File: src/rtl/core_bus_bridge_if.sv
// Bus-side signal bundle between the core bus bridge (master) and the memory/peripheral fabric (slave).
interface core_bus_bridge_if #(
    parameter int ADDR_W = 32,
    parameter int DATA_W = 32
);
    logic              bus_req;
    logic [3:0]        bus_we;
    logic [ADDR_W-1:0] bus_addr;
    logic [DATA_W-1:0] bus_wdata;
    logic              bus_ack;
    logic [DATA_W-1:0] bus_rdata;
    logic              bus_error;

    modport master (
        output bus_req, bus_we, bus_addr, bus_wdata, bus_error,
        input  bus_ack, bus_rdata
    );

    modport slave (
        input  bus_req, bus_we, bus_addr, bus_wdata, bus_error,
        output bus_ack, bus_rdata
    );
endinterface

File: src/rtl/core_bus_bridge.sv
// Serialises the core's fetch and data ports onto one request/ack bus, data access first,
// with a per-access wait timeout that abandons the access and raises a sticky error.
//
// state   | meaning
// IDLE    | no access in flight; stall follows the core requests
// RAM_ACC | data-port access on the bus, waiting for ack or timeout
// ROM_ACC | fetch-port access on the bus, waiting for ack or timeout
// DONE    | one cycle with stall low so the core advances
module core_bus_bridge #(
    parameter int TIMEOUT = 255,
    parameter int ADDR_W  = 32,
    parameter int DATA_W  = 32
) (
    input  logic              clk,
    input  logic              rst,
    input  logic              rom_en,
    input  logic [3:0]        rom_write_en,
    input  logic [ADDR_W-1:0] rom_addr,
    input  logic [DATA_W-1:0] rom_write_data,
    output logic [DATA_W-1:0] rom_read_data,
    input  logic              ram_en,
    input  logic [3:0]        ram_write_en,
    input  logic [ADDR_W-1:0] ram_addr,
    input  logic [DATA_W-1:0] ram_write_data,
    output logic [DATA_W-1:0] ram_read_data,
    output logic              stall,
    core_bus_bridge_if.master bus
);
    localparam int CNT_RAW = $clog2(TIMEOUT + 1);
    localparam int CNT_W   = (CNT_RAW > 8) ? CNT_RAW : 8;

    typedef enum logic [1:0] {IDLE, RAM_ACC, ROM_ACC, DONE} state_t;

    state_t            state, state_nxt;
    logic [CNT_W-1:0]  wait_cnt;
    logic              in_acc, timeout_hit, acc_done;
    logic              bus_req_c;
    logic [3:0]        bus_we_c;
    logic [ADDR_W-1:0] bus_addr_c;
    logic [DATA_W-1:0] bus_wdata_c;
    logic              bus_error_q;

    assign in_acc      = (state == RAM_ACC) || (state == ROM_ACC);
    // An ack arriving in the timeout cycle wins, so the timeout is only taken without ack.
    assign timeout_hit = in_acc && !bus.bus_ack && (wait_cnt == CNT_W'(TIMEOUT));
    assign acc_done    = in_acc && (bus.bus_ack || timeout_hit);

    always_comb begin
        state_nxt   = state;
        stall       = 1'b0;
        bus_req_c   = 1'b0;
        bus_we_c    = 4'b0;
        bus_addr_c  = '0;
        bus_wdata_c = '0;
        case (state)
            IDLE: begin
                if (ram_en) begin
                    state_nxt = RAM_ACC;
                    stall     = 1'b1;
                end else if (rom_en) begin
                    state_nxt = ROM_ACC;
                    stall     = 1'b1;
                end
            end
            RAM_ACC: begin
                stall       = 1'b1;
                bus_req_c   = 1'b1;
                bus_we_c    = ram_write_en;
                bus_addr_c  = ram_addr;
                bus_wdata_c = ram_write_data;
                if (acc_done) state_nxt = rom_en ? ROM_ACC : DONE;
            end
            ROM_ACC: begin
                stall       = 1'b1;
                bus_req_c   = 1'b1;
                bus_we_c    = rom_write_en;
                bus_addr_c  = rom_addr;
                bus_wdata_c = rom_write_data;
                if (acc_done) state_nxt = DONE;
            end
            DONE: state_nxt = IDLE;
            default: state_nxt = IDLE;
        endcase
    end

    always_ff @(posedge clk or posedge rst) begin
        if (rst) state <= IDLE;
        else     state <= state_nxt;
    end

    // Cleared whenever an access ends so a following ROM_ACC starts from zero.
    always_ff @(posedge clk or posedge rst) begin
        if (rst)                  wait_cnt <= '0;
        else if (!in_acc || acc_done) wait_cnt <= '0;
        else                      wait_cnt <= wait_cnt + CNT_W'(1);
    end

    always_ff @(posedge clk or posedge rst) begin
        if (rst) begin
            ram_read_data <= '0;
            rom_read_data <= '0;
            bus_error_q   <= 1'b0;
        end else begin
            if (state == RAM_ACC) begin
                if (bus.bus_ack && (ram_write_en == 4'b0)) ram_read_data <= bus.bus_rdata;
                else if (timeout_hit)                      ram_read_data <= '0;
            end
            if (state == ROM_ACC) begin
                if (bus.bus_ack && (rom_write_en == 4'b0)) rom_read_data <= bus.bus_rdata;
                else if (timeout_hit)                      rom_read_data <= '0;
            end
            if (timeout_hit) bus_error_q <= 1'b1;
        end
    end

    assign bus.bus_req   = bus_req_c;
    assign bus.bus_we    = bus_we_c;
    assign bus.bus_addr  = bus_addr_c;
    assign bus.bus_wdata = bus_wdata_c;
    assign bus.bus_error = bus_error_q;
endmodule

File: src/flat_wrapper.sv
// flat-port wrapper written by rule: the top's interface ports become plain ports
module core_bus_bridge_flat 
#(
    parameter int TIMEOUT = 255,
    parameter int ADDR_W  = 32,
    parameter int DATA_W  = 32
)
  (clk, rst, rom_en, rom_write_en, rom_addr, rom_write_data, rom_read_data, ram_en, ram_write_en, ram_addr, ram_write_data, ram_read_data, stall, bus_bus_req, bus_bus_we, bus_bus_addr, bus_bus_wdata, bus_bus_error, bus_bus_ack, bus_bus_rdata);
  core_bus_bridge_if #(.ADDR_W(ADDR_W), .DATA_W(DATA_W)) bus_i ();
  input  logic clk;
  input  logic rst;
  input  logic rom_en;
  input  logic [3:0] rom_write_en;
  input  logic [ADDR_W-1:0] rom_addr;
  input  logic [DATA_W-1:0] rom_write_data;
  output logic [DATA_W-1:0] rom_read_data;
  input  logic ram_en;
  input  logic [3:0] ram_write_en;
  input  logic [ADDR_W-1:0] ram_addr;
  input  logic [DATA_W-1:0] ram_write_data;
  output logic [DATA_W-1:0] ram_read_data;
  output logic stall;
  output wire logic [$bits(bus_i.bus_req)-1:0] bus_bus_req;
  output wire logic [$bits(bus_i.bus_we)-1:0] bus_bus_we;
  output wire logic [$bits(bus_i.bus_addr)-1:0] bus_bus_addr;
  output wire logic [$bits(bus_i.bus_wdata)-1:0] bus_bus_wdata;
  output wire logic [$bits(bus_i.bus_error)-1:0] bus_bus_error;
  input wire logic [$bits(bus_i.bus_ack)-1:0] bus_bus_ack;
  input wire logic [$bits(bus_i.bus_rdata)-1:0] bus_bus_rdata;
  assign bus_bus_req = bus_i.bus_req;
  assign bus_bus_we = bus_i.bus_we;
  assign bus_bus_addr = bus_i.bus_addr;
  assign bus_bus_wdata = bus_i.bus_wdata;
  assign bus_bus_error = bus_i.bus_error;
  assign bus_i.bus_ack = bus_bus_ack;
  assign bus_i.bus_rdata = bus_bus_rdata;
  core_bus_bridge #(.TIMEOUT(TIMEOUT), .ADDR_W(ADDR_W), .DATA_W(DATA_W)) u_core (.clk(clk), .rst(rst), .rom_en(rom_en), .rom_write_en(rom_write_en), .rom_addr(rom_addr), .rom_write_data(rom_write_data), .rom_read_data(rom_read_data), .ram_en(ram_en), .ram_write_en(ram_write_en), .ram_addr(ram_addr), .ram_write_data(ram_write_data), .ram_read_data(ram_read_data), .stall(stall), .bus(bus_i));
endmodule
File: config.mk
export PLATFORM = sky130hd
export DESIGN_NAME = core_bus_bridge_flat
export DESIGN_NICKNAME = d
export VERILOG_FILES = /design/src/rtl/core_bus_bridge_if.sv /design/src/rtl/core_bus_bridge.sv /design/src/flat_wrapper.sv
export SDC_FILE = /design/constraint.sdc
export NUM_CORES = 1
export LEC_CHECK = 0
export ABC_CLOCK_PERIOD_IN_PS = 4200
export CORE_AREA = 2 2 120 122
export DETAILED_ROUTE_END_ITERATION = 8
export DIE_AREA = 0 0 122 124
export PLACE_DENSITY = 0.74
export SYNTH_ARGS = -nofsm -noshare
export SYNTH_HDL_FRONTEND = slang
export SYNTH_SLANG_ARGS = --single-unit
export TNS_END_PERCENT = 50
File: constraint.sdc
create_clock -name clk -period 4.2 [get_ports clk]
set_input_delay 0.84 -clock clk [delete_from_list [all_inputs] [get_ports clk]]
set_output_delay 0.84 -clock clk [all_outputs]
set_load 0.02 [all_outputs]
# ---- After elaboration in Yosys (flattened, before gate mapping)
# Index checks and enable logic that the tools add are counted.
dict set report word_totals {
  regBits 75
  latch_bits 0
  ramBits 0
  rom_bits 0
  input_bits 173
  word_cells 49
  mem_count 0
}
dict set report op_classes {
  n_addsub 1
  multipliers 0
  div 0
  n_lt_le_gt_ge 0
  eq_ne 7
  shifts 0
  n_mux 17
  bitwise 0
  reduce_logical 19
}
# op count
set op_table {}
lappend op_table {{$pmux W32 S2} 2}
lappend op_table {{$mux W32} 3}
lappend op_table {{$add A8 B1 Y8 const B} 1}
lappend op_table {{$eq A8 B8 Y1 const B} 1}
lappend op_table {{$logic_not A4 Y1} 2}
lappend op_table {{$mux W2} 4}
lappend op_table {{$mux W8} 1}
lappend op_table {{$pmux W2 S4} 1}
lappend op_table {{$pmux W4 S2} 1}
lappend op_table {{$logic_and A1 B1 Y1} 5}
lappend op_table {{$eq A2 B2 Y1 const B} 2}
lappend op_table {{$mux W1} 4}
lappend op_table {{$ne A2 B1 Y1 const B} 2}
lappend op_table {{$reduce_and A2 Y1} 2}
lappend op_table {{$reduce_bool A2 Y1} 2}
lappend op_table {{$logic_or A1 B1 Y1} 3}
lappend op_table {{$ne A3 B3 Y1 const B} 1}
lappend op_table {{$reduce_and A3 Y1} 1}
lappend op_table {{$eq A2 B1 Y1 const B} 1}
lappend op_table {{$logic_not A1 Y1} 2}
lappend op_table {{$logic_not A2 Y1} 1}
lappend op_table {{$pmux W1 S2} 1}
lappend op_table {{$reduce_or A2 Y1} 1}

# ---- Longest topological paths before layout
# Gate-level depths: netlist of run 1.
dict set report logic_depth {
  ltp_word 8
  depth_mapped 7
  ltp_nobuf 6
}

# ---- Least setup slack after synthesis of run 1
# No wires, ideal clock.
dict set report synth_timing {
  path_kind {register to output}
  from {register u_core.state[0]}
  to {output port bus_bus_addr[21]}
  t_arrival_ns 1.858
  t_required_ns 3.360
  slack_ns 1.502
  path_stages_with_launch 7
  path_buffers 2
  path_cell_list {dfrtp_1 -> inv_1 -> ha_1 -> clkinv_1 -> clkbuf_1 -> clkbuf_1 -> nor2_1}
}
dict set report synth_between {
  elab_chain_len 2
  elab_cells_between_ends 3
}
# element line_no
set synth_lines {}
lappend synth_lines {{from (decl)} core_bus_bridge.sv:34} ;# state_t state, state_nxt;
lappend synth_lines {{from (signal assigned)} core_bus_bridge.sv:88} ;# else state <= state_nxt;
lappend synth_lines {{$eq A2 B2 Y1 / $eq A2 B1 Y1 (equally long branches)} core_bus_bridge.sv:55} ;# case (state)
lappend synth_lines {{$pmux W32 S2 *} core_bus_bridge.sv:55}
lappend synth_lines {{to (decl)} flat_wrapper.sv:25} ;# output wire logic [$bits(bus_i.bus_addr)-1:0] bus_bus_addr;
# Every way passes the cells marked *; elsewhere a longest branch is shown, timed or not.

# ---- Worst setup path after layout of run 1
dict set report layout_timing {
  from {register u_core.state[0]}
  to {output port bus_bus_we[3]}
}
dict set report layout_between {
  elab_chain_len 2
  elab_cells_between_ends 3
}
# element line_no
set layout_lines {}
lappend layout_lines {{$eq A2 B2 Y1 / $eq A2 B1 Y1 (equally long branches)} core_bus_bridge.sv:55}
lappend layout_lines {{$pmux W4 S2 *} core_bus_bridge.sv:55}
lappend layout_lines {{to (decl)} flat_wrapper.sv:24} ;# output wire logic [$bits(bus_i.bus_we)-1:0] bus_bus_we;
# Marked as above.

==> results of run 1 <==
## flip-flops by register name, summed over array words and instances, names as in the netlist
register and count:
u_core.ram_read_data 32, u_core.rom_read_data 32, u_core.wait_cnt 8, u_core.state 2
u_core.bus.bus_error 1
## how the worst min path moves through the flow
stage / from / to / slack (ns) / cells past startpoint
4_1_cts: u_core.bus.bus_error / u_core.bus.bus_error / 0.47 / 1
3_3_place_gp: u_core.bus.bus_error / u_core.bus.bus_error / 0.46 / 1
6_report: u_core.bus.bus_error / u_core.bus.bus_error / 0.47 / 1
5_1_grt: u_core.wait_cnt[0] / u_core.wait_cnt[0] / 0.51 / 1
2_1_floorplan: u_core.wait_cnt[0] / u_core.wait_cnt[0] / 0.45 / 1
3_5_place_dp: u_core.bus.bus_error / u_core.bus.bus_error / 0.46 / 1
## worst max-delay path, delay by kind of cell (launching register included)
family | cells | cell delay (ns)
DFF | 1 | 0.41
AOI/OAI and AO/OA | 1 | 0.10
buffers and inverters | 3 | 1.05
and+or+nand+nor | 1 | 0.13
adders and majority gates | 1 | 0.71
## power groups by stage
stage | registers (mW) | clock network, mW | logic, mW
after floorplan | 1.44 | 0 | 1.46
after global placement | 1.14 | 0 | 3.38
after detailed placement | 1.15 | 0 | 3.40
after CTS | 1.14 | 0.865 | 3.43
after global routing | 1.17 | 0.892 | 3.63
final | 1.14 | 0.850 | 3.40
## logic make-up (layout without fill, tap and decap cells)
logic type	count (synthesis)	in the layout
xor gates and xnor gates	5	5
muxes	2	2
buffers and inverters	44	339
AOI/OAI and AO/OA	144	144
DFF	75	75
other	0	1
adders and majority gates	6	6
and+or+nand+nor	99	99
## synthesized netlist by cell type
cell type   n  area (sq um)
nor2_1     77         289.0
dfrtp_1    75          1877
a22oi_1    68         510.5
a22o_1     64         560.5
clkbuf_1   15         56.30
buf_2      13         65.06
buf_6       6         67.56
ha_1        6         75.07
inv_1       6         22.52
nand2_1     5         18.77
o21ai_0     4         20.02
a21oi_1     3         15.01
buf_1       3         11.26
nand3_1     3         15.01
xnor2_1     3         26.28
and2_1      2         12.51
nand2b_1    2         12.51
o21ai_2     2         17.52
xor2_1      2         17.52
a2bb2oi_1   1         8.760
clkinv_1    1         3.750
mux2_1      1         11.26
mux2i_1     1         10.01
nand2b_2    1         8.760
nand3_4     1         17.52
nand4_1     1         6.260
nand4_4     1         21.27
nor3_1      1         5.000
nor3_4      1         16.27
nor4_2      1         12.51
nor4_4      1         21.27
o21ai_1     1         5.000
o21bai_1    1         7.510
or2_2       1         6.260
or3_1       1         6.260
## final cells by class
cell class,instances,area share [%]
flip-flops and latches,75,25.34
clock inverters,3,0.9291
well taps,180,3.041
inverters,7,0.3547
diodes,1,0.03378
multi-input cells,256,23.75
repair buffers,316,42.91
clock buffers,13,3.649
## through the flow
stage / cells / total power [mW]
final: 851 / 5.387
after global routing: 851 / 5.698
after CTS: 850 / 5.433
after detailed placement: 834 / 4.549
after global placement: 834 / 4.512
after floorplan: 375 / 2.899
## layer usage
layer	vias to the layer above	routed length [microns]	global-route usage, %	share of wire, %
li1	1975	-	-	-
met1	2038	6550	25.95	41
met2	216	7737	32.44	48
met3	18	1398	6.273	8.7
met4	0	302	6.178	1.9
met5	-	0	0	0
==> impl_metrics.env, run 1 <==
export IMPL_cts_tree="built"
export IMPL_r2r_slack_ns=1.79
export IMPL_drcViolationCount=0
export IMPL_slowest_delay_ns=0.71
export IMPL_min_path_type="flop to flop"
export IMPL_clock_skew_ns=0.007444
export IMPL_fillCellCount=1209
export IMPL_clkPwrFrac_pct=15.8
export IMPL_core_area_sq_um=13720
export IMPL_clock_tree_buffer_depth=2
export IMPL_synth_xor_area_share_pct=1.135
export IMPL_maxCapViolCount=0
export IMPL_grt_overflow=0
export IMPL_fmax_mhz=278.7
export IMPL_ff_latch_area_sq_um=1877
export IMPL_gr_usage_all_layers_pct=20.14
export IMPL_worst_slew_pin_slew_ns=0.9827
export IMPL_fin_tns_setup_ns=0
export IMPL_slew_violations=0
export IMPL_hpwlAfterDp_mm=12.09
export IMPL_worstPathMaxFanout=38
export IMPL_pwr_share_comb_pct=63.1
export IMPL_crit_type="flop to output pin"
export IMPL_p_per_area_nw_per_um2=727.3
export IMPL_syn_instance_count=375
export IMPL_hold_buffers=0
export IMPL_swShare_pct=41.27
export IMPL_min_period_ns=3.588
export IMPL_final_antenna_net_count=0
export IMPL_run_status="complete, no violations"
export IMPL_startpoint="u_core.state[0]"
export IMPL_fin_crit_sh_pct=85.43
export IMPL_start_util_pct=28.12
export IMPL_hold_viol_final=0
export IMPL_yosysSeqAreaShare_pct=48.65
export IMPL_die_width_microns=122
export IMPL_via_per_inst=4.991
export IMPL_worstSetupStartpointType="flop"
export IMPL_final_layout_size_suffix_gt1_share_pct=5.522
export IMPL_cts_max_level=3
export IMPL_setup_ws_ns=0.6118
export IMPL_portBuffers=307
export IMPL_grt_pass1_wl_mm=23.50
export IMPL_area_growth_pct=92.02
export IMPL_r2r_cells=6
export IMPL_drt_wl_total_mm=15.99
export IMPL_placed_cell_area_sq_um=7066
export IMPL_layout_commonest_cell="clkdlybuf4s50_1"
export IMPL_root_buffer="clkbuf_16"
export IMPL_p_int_mw=3.164
export IMPL_grt_max_degree=70
export IMPL_switching_power_mw=2.224
export IMPL_synth_seq_cells=75
export IMPL_final_cell_mix="clkdlybuf4s50_1, nor2_1, dfrtp_1"
export IMPL_routedWlPerCell_microns=18.79
export IMPL_crit_end="bus_bus_we[3]"
export IMPL_post_cts_buffers=0
export IMPL_clock_sinks=75
export IMPL_crit_arrival_ns=2.75
export IMPL_synth_simple_area_share_pct=12.16
export IMPL_dr_pass1_iters=4
export IMPL_synth_nets=554
export IMPL_power_leakage_nw=3.080
export IMPL_drt_initial_drc_count=356
export IMPL_end_kind="output pin"
export IMPL_dr_total_vias=4247
export IMPL_fin_util_pct=53.99
export IMPL_multi_input_area_sq_um=1759
export IMPL_ios=308
export IMPL_vdd_drop_max_mv=0.4344
export IMPL_required_ns=3.36
export IMPL_rsz0062_at_grt="false"
export IMPL_p_seq_share_pct=21.2
export IMPL_die_area_sq_um=15130
export IMPL_setup_viol=0
export IMPL_grt_pass1_vias=4184
export IMPL_dieHeight_microns=124
export IMPL_design_area_sq_um=7407
export IMPL_synthAdderAreaFrac_pct=1.946
export IMPL_synth_area_sq_um=3857
export IMPL_slew_headroom_pct=34.39
export IMPL_nets=844
export IMPL_synth_top_family_by_area="compound AO/OA/AOI/OAI gates"
export IMPL_synthMuxAreaShare_pct=0.5514
export IMPL_syn_area_per_cell_sq_um=10.29
export IMPL_antenna_found_initial=2
export IMPL_clkTransAtPathRegs_ns=0.06
export IMPL_cp_cell_sequence="inv_1 -> ha_2 -> buf_4 -> a22oi_1 -> nor2_1 -> clkdlybuf4s50_1"
export IMPL_cts_resized=0
export IMPL_timing_rr_start="u_core.state[0]"
export IMPL_r2r_end="u_core.rom_read_data[16]"
export IMPL_cts_buffers_inserted=9
export IMPL_clock_latency_ns=0.32
export IMPL_synth_compound_area_share_pct=29.68
export IMPL_dp_slack_ns=0.9864
export IMPL_yosys_warnings=0
export IMPL_yosysUniqueCellTypes=35
export IMPL_rows=43
export IMPL_cpMaxStageDelayCell="ha_2"
export IMPL_fin_hold_ws_ns=0.4676
export IMPL_globalplace_congestion=0.8957
Power figures use the tool's default switching activity.
==> inputs of run 2 (changes only) <==
--- a/config.mk
+++ b/config.mk
@@ -5,11 +5,12 @@
 export SDC_FILE = /design/constraint.sdc
 export NUM_CORES = 1
 export LEC_CHECK = 0
-export ABC_CLOCK_PERIOD_IN_PS = 4200
-export CORE_AREA = 2 2 120 122
+export ABC_CLOCK_PERIOD_IN_PS = 3180
+export CORE_ASPECT_RATIO = 0.9
+export CORE_MARGIN = 2
+export CORE_UTILIZATION = 30
 export DETAILED_ROUTE_END_ITERATION = 8
-export DIE_AREA = 0 0 122 124
-export PLACE_DENSITY = 0.74
+export PLACE_DENSITY = 0.81
 export SYNTH_ARGS = -nofsm -noshare
 export SYNTH_HDL_FRONTEND = slang
 export SYNTH_SLANG_ARGS = --single-unit
==> constraint.sdc (replaced) <==
create_clock -name clk -period 3.18 [get_ports clk]
set_input_delay 0.636 -clock clk [delete_from_list [all_inputs] [get_ports clk]]
set_output_delay 0.636 -clock clk [all_outputs]
set_load 0.02 [all_outputs]
==> run 2 against run 1 <==
Effect of this change: non-clock buffer count grew 9; cell count shrank 0.82%; sequential share of layout area shrank 0.40 points; hold slack gained 0.018 ns; critical endpoint is now bus_bus_wdata[27]; total power grew 33%.
==> impl_metrics.env, run 2 (synthesized netlist as in run 1, its figures left out) <==
export IMPL_run_status="complete, no violations"
export IMPL_clock_tree_buffer_depth=2
export IMPL_final_cell_mix="clkdlybuf4s50_1, nor2_1, dfrtp_1"
export IMPL_final_antenna_net_count=0
export IMPL_end_kind="output pin"
export IMPL_die_width_microns=123.5
export IMPL_required_ns=2.54
export IMPL_cts_max_level=3
export IMPL_core_area_sq_um=12640
export IMPL_nets=853
export IMPL_drt_initial_drc_count=378
export IMPL_pwr_share_comb_pct=64.1
export IMPL_crit_type="flop to output pin"
export IMPL_dr_pass1_iters=5
export IMPL_crit_arrival_ns=2.44
export IMPL_cts_tree="built"
export IMPL_dieHeight_microns=111.6
export IMPL_final_layout_size_suffix_gt1_share_pct=7.069
export IMPL_clock_latency_ns=0.33
export IMPL_via_per_inst=5.178
export IMPL_worstSetupStartpointType="flop"
export IMPL_die_area_sq_um=13780
export IMPL_place_inst=827
export IMPL_ios=308
export IMPL_fin_hold_ws_ns=0.4861
export IMPL_clock_skew_ns=0.008665
export IMPL_portBuffers=307
export IMPL_grt_pass1_vias=4409
export IMPL_rows=39
export IMPL_clock_sinks=75
export IMPL_area_growth_pct=95.07
export IMPL_power_leakage_nw=3.646
export IMPL_routedWlPerCell_microns=19.93
export IMPL_drt_wl_total_mm=16.82
export IMPL_stdcell_count=844
export IMPL_globalplace_congestion=0.9306
export IMPL_gr_usage_all_layers_pct=23.82
export IMPL_maxCapViolCount=0
export IMPL_setup_viol=0
export IMPL_worst_slew_pin_slew_ns=0.5137
export IMPL_reg_largest_list="u_core.ram_read_data: 32 flops, u_core.rom_read_data: 32 flops, u_core.wait_cnt: 8 flops"
export IMPL_switching_power_mw=3.036
export IMPL_slew_headroom_pct=65.70
export IMPL_hpwlAfterDp_mm=12.76
export IMPL_hold_buffers=0
export IMPL_p_seq_share_pct=21.3
export IMPL_start_util_pct=30.52
export IMPL_p_int_mw=4.120
export IMPL_p_per_area_nw_per_um2=951.0
export IMPL_grt_max_degree=53
export IMPL_hold_viol_final=0
export IMPL_clkPwrFrac_pct=14.6
export IMPL_min_path_type="flop to flop"
export IMPL_slew_violations=0
export IMPL_grt_overflow=0
export IMPL_clkTransAtPathRegs_ns=0.06
export IMPL_grt_pass1_wl_mm=25.13
export IMPL_cts_buffers_inserted=9
export IMPL_fmax_mhz=325.1
export IMPL_fin_util_pct=59.54
export IMPL_drcViolationCount=0
export IMPL_antenna_found_initial=1
export IMPL_worstPathMaxFanout=52
export IMPL_fin_crit_sh_pct=96.71
export IMPL_dr_total_vias=4370
export IMPL_vdd_drop_max_mv=0.8332
export IMPL_layout_commonest_cell="clkdlybuf4s50_1"
export IMPL_root_buffer="clkbuf_16"
export IMPL_swShare_pct=42.42
export IMPL_min_period_ns=3.076
[run 2: cell types whose count changed in the layout (fill, tap and decap cells not counted), moves of 2 or more]
cell             change
dlymetal6s2s_1      +33
clkinv_2             +2
buf_4               +10
ha_4                 +2
clkdlybuf4s50_1     -33
[run 2: cell type report]
cell class	count	area (sq um)
fill	1025	5114
tap	164	205.2
multi-input combinational	256	1782
sequential	75	1877
clock inverter	4	47.55
timing repair buffer	325	3316
inverter	7	28.78
antenna	1	2.502
clock buffer	12	266.5
[run 2: worst max-delay path, stage by stage (launching register included)]
cell	delay, ns
dfrtp_1	0.44
inv_1	0.14
ha_2	0.43
inv_4	0.11
buf_12	0.20
nor2_1	0.15
clkdlybuf4s50_1	0.62
[run 2: worst paths after layout]
path | from | endpoint | slack, ns | cells after the start
hold / removal | u_core.bus.bus_error | u_core.bus.bus_error | 0.49 | 1
min in group asynchronous | rst | u_core.rom_read_data[20] | 0.67 | 2
setup reg to reg | u_core.state[0] | u_core.state[0] | 1.09 | 7
max in group asynchronous | rst | u_core.rom_read_data[12] | 1.76 | 3
setup / recovery | u_core.state[0] | bus_bus_wdata[27] | 0.10 | 6
hold reg to reg | u_core.bus.bus_error | u_core.bus.bus_error | 0.49 | 1
[run 2: power groups by stage]
stage	Combinational, mW	Clock [mW]	Sequential (mW)
floorplan	1.93	0	1.90
global placement	4.54	0	1.51
detailed placement	4.58	0	1.53
CTS	4.62	1.07	1.52
global route	4.90	1.11	1.57
finish	4.59	1.04	1.53
[run 2: metrics by stage]
stage / TNS, ns / total power [mW] / setup WS [ns] / area, sq um
after floorplan: 0 / 3.829 / 0.6340 / 3857
final: 0 / 7.156 / 0.1045 / 7525
after global routing: -0.06297 / 7.579 / -0.01235 / 7525
after CTS: 0 / 7.209 / 0.01150 / 7415
after global placement: 0 / 6.054 / 0.4578 / 7101
after detailed placement: 0 / 6.108 / 0.3832 / 7101
[run 2: repair_timing]
| action | in CTS | in global routing |
|---|---|---|
| setup buffers | 0 | 0 |
| setup endpoints to repair | 0 | 69 |
| resized for setup | 0 | 38 |
| endpoints found under the hold margin | 0 | 0 |
[run 2: per-layer routing]
layer  wire length [microns]  part of all wire [%]  up-vias  GRT usage [%]
li1                        -                     -     1994              -
met1                    7206                    43     2160          33.25
met2                    8123                    48      204          36.12
met3                    1299                   7.7       12          6.711
met4                     192                   1.1        0          6.515
met5                       0                     0        -              0
==> inputs of run 3 (changes only) <==
--- a/config.mk
+++ b/config.mk
@@ -6,6 +6,7 @@
 export NUM_CORES = 1
 export LEC_CHECK = 0
 export ABC_CLOCK_PERIOD_IN_PS = 3180
+export CAP_MARGIN = 0
 export CORE_ASPECT_RATIO = 0.9
 export CORE_MARGIN = 2
 export CORE_UTILIZATION = 30
==> results of run 3 <==
The final DEF is identical to that of run 2; final timing and power are the same.
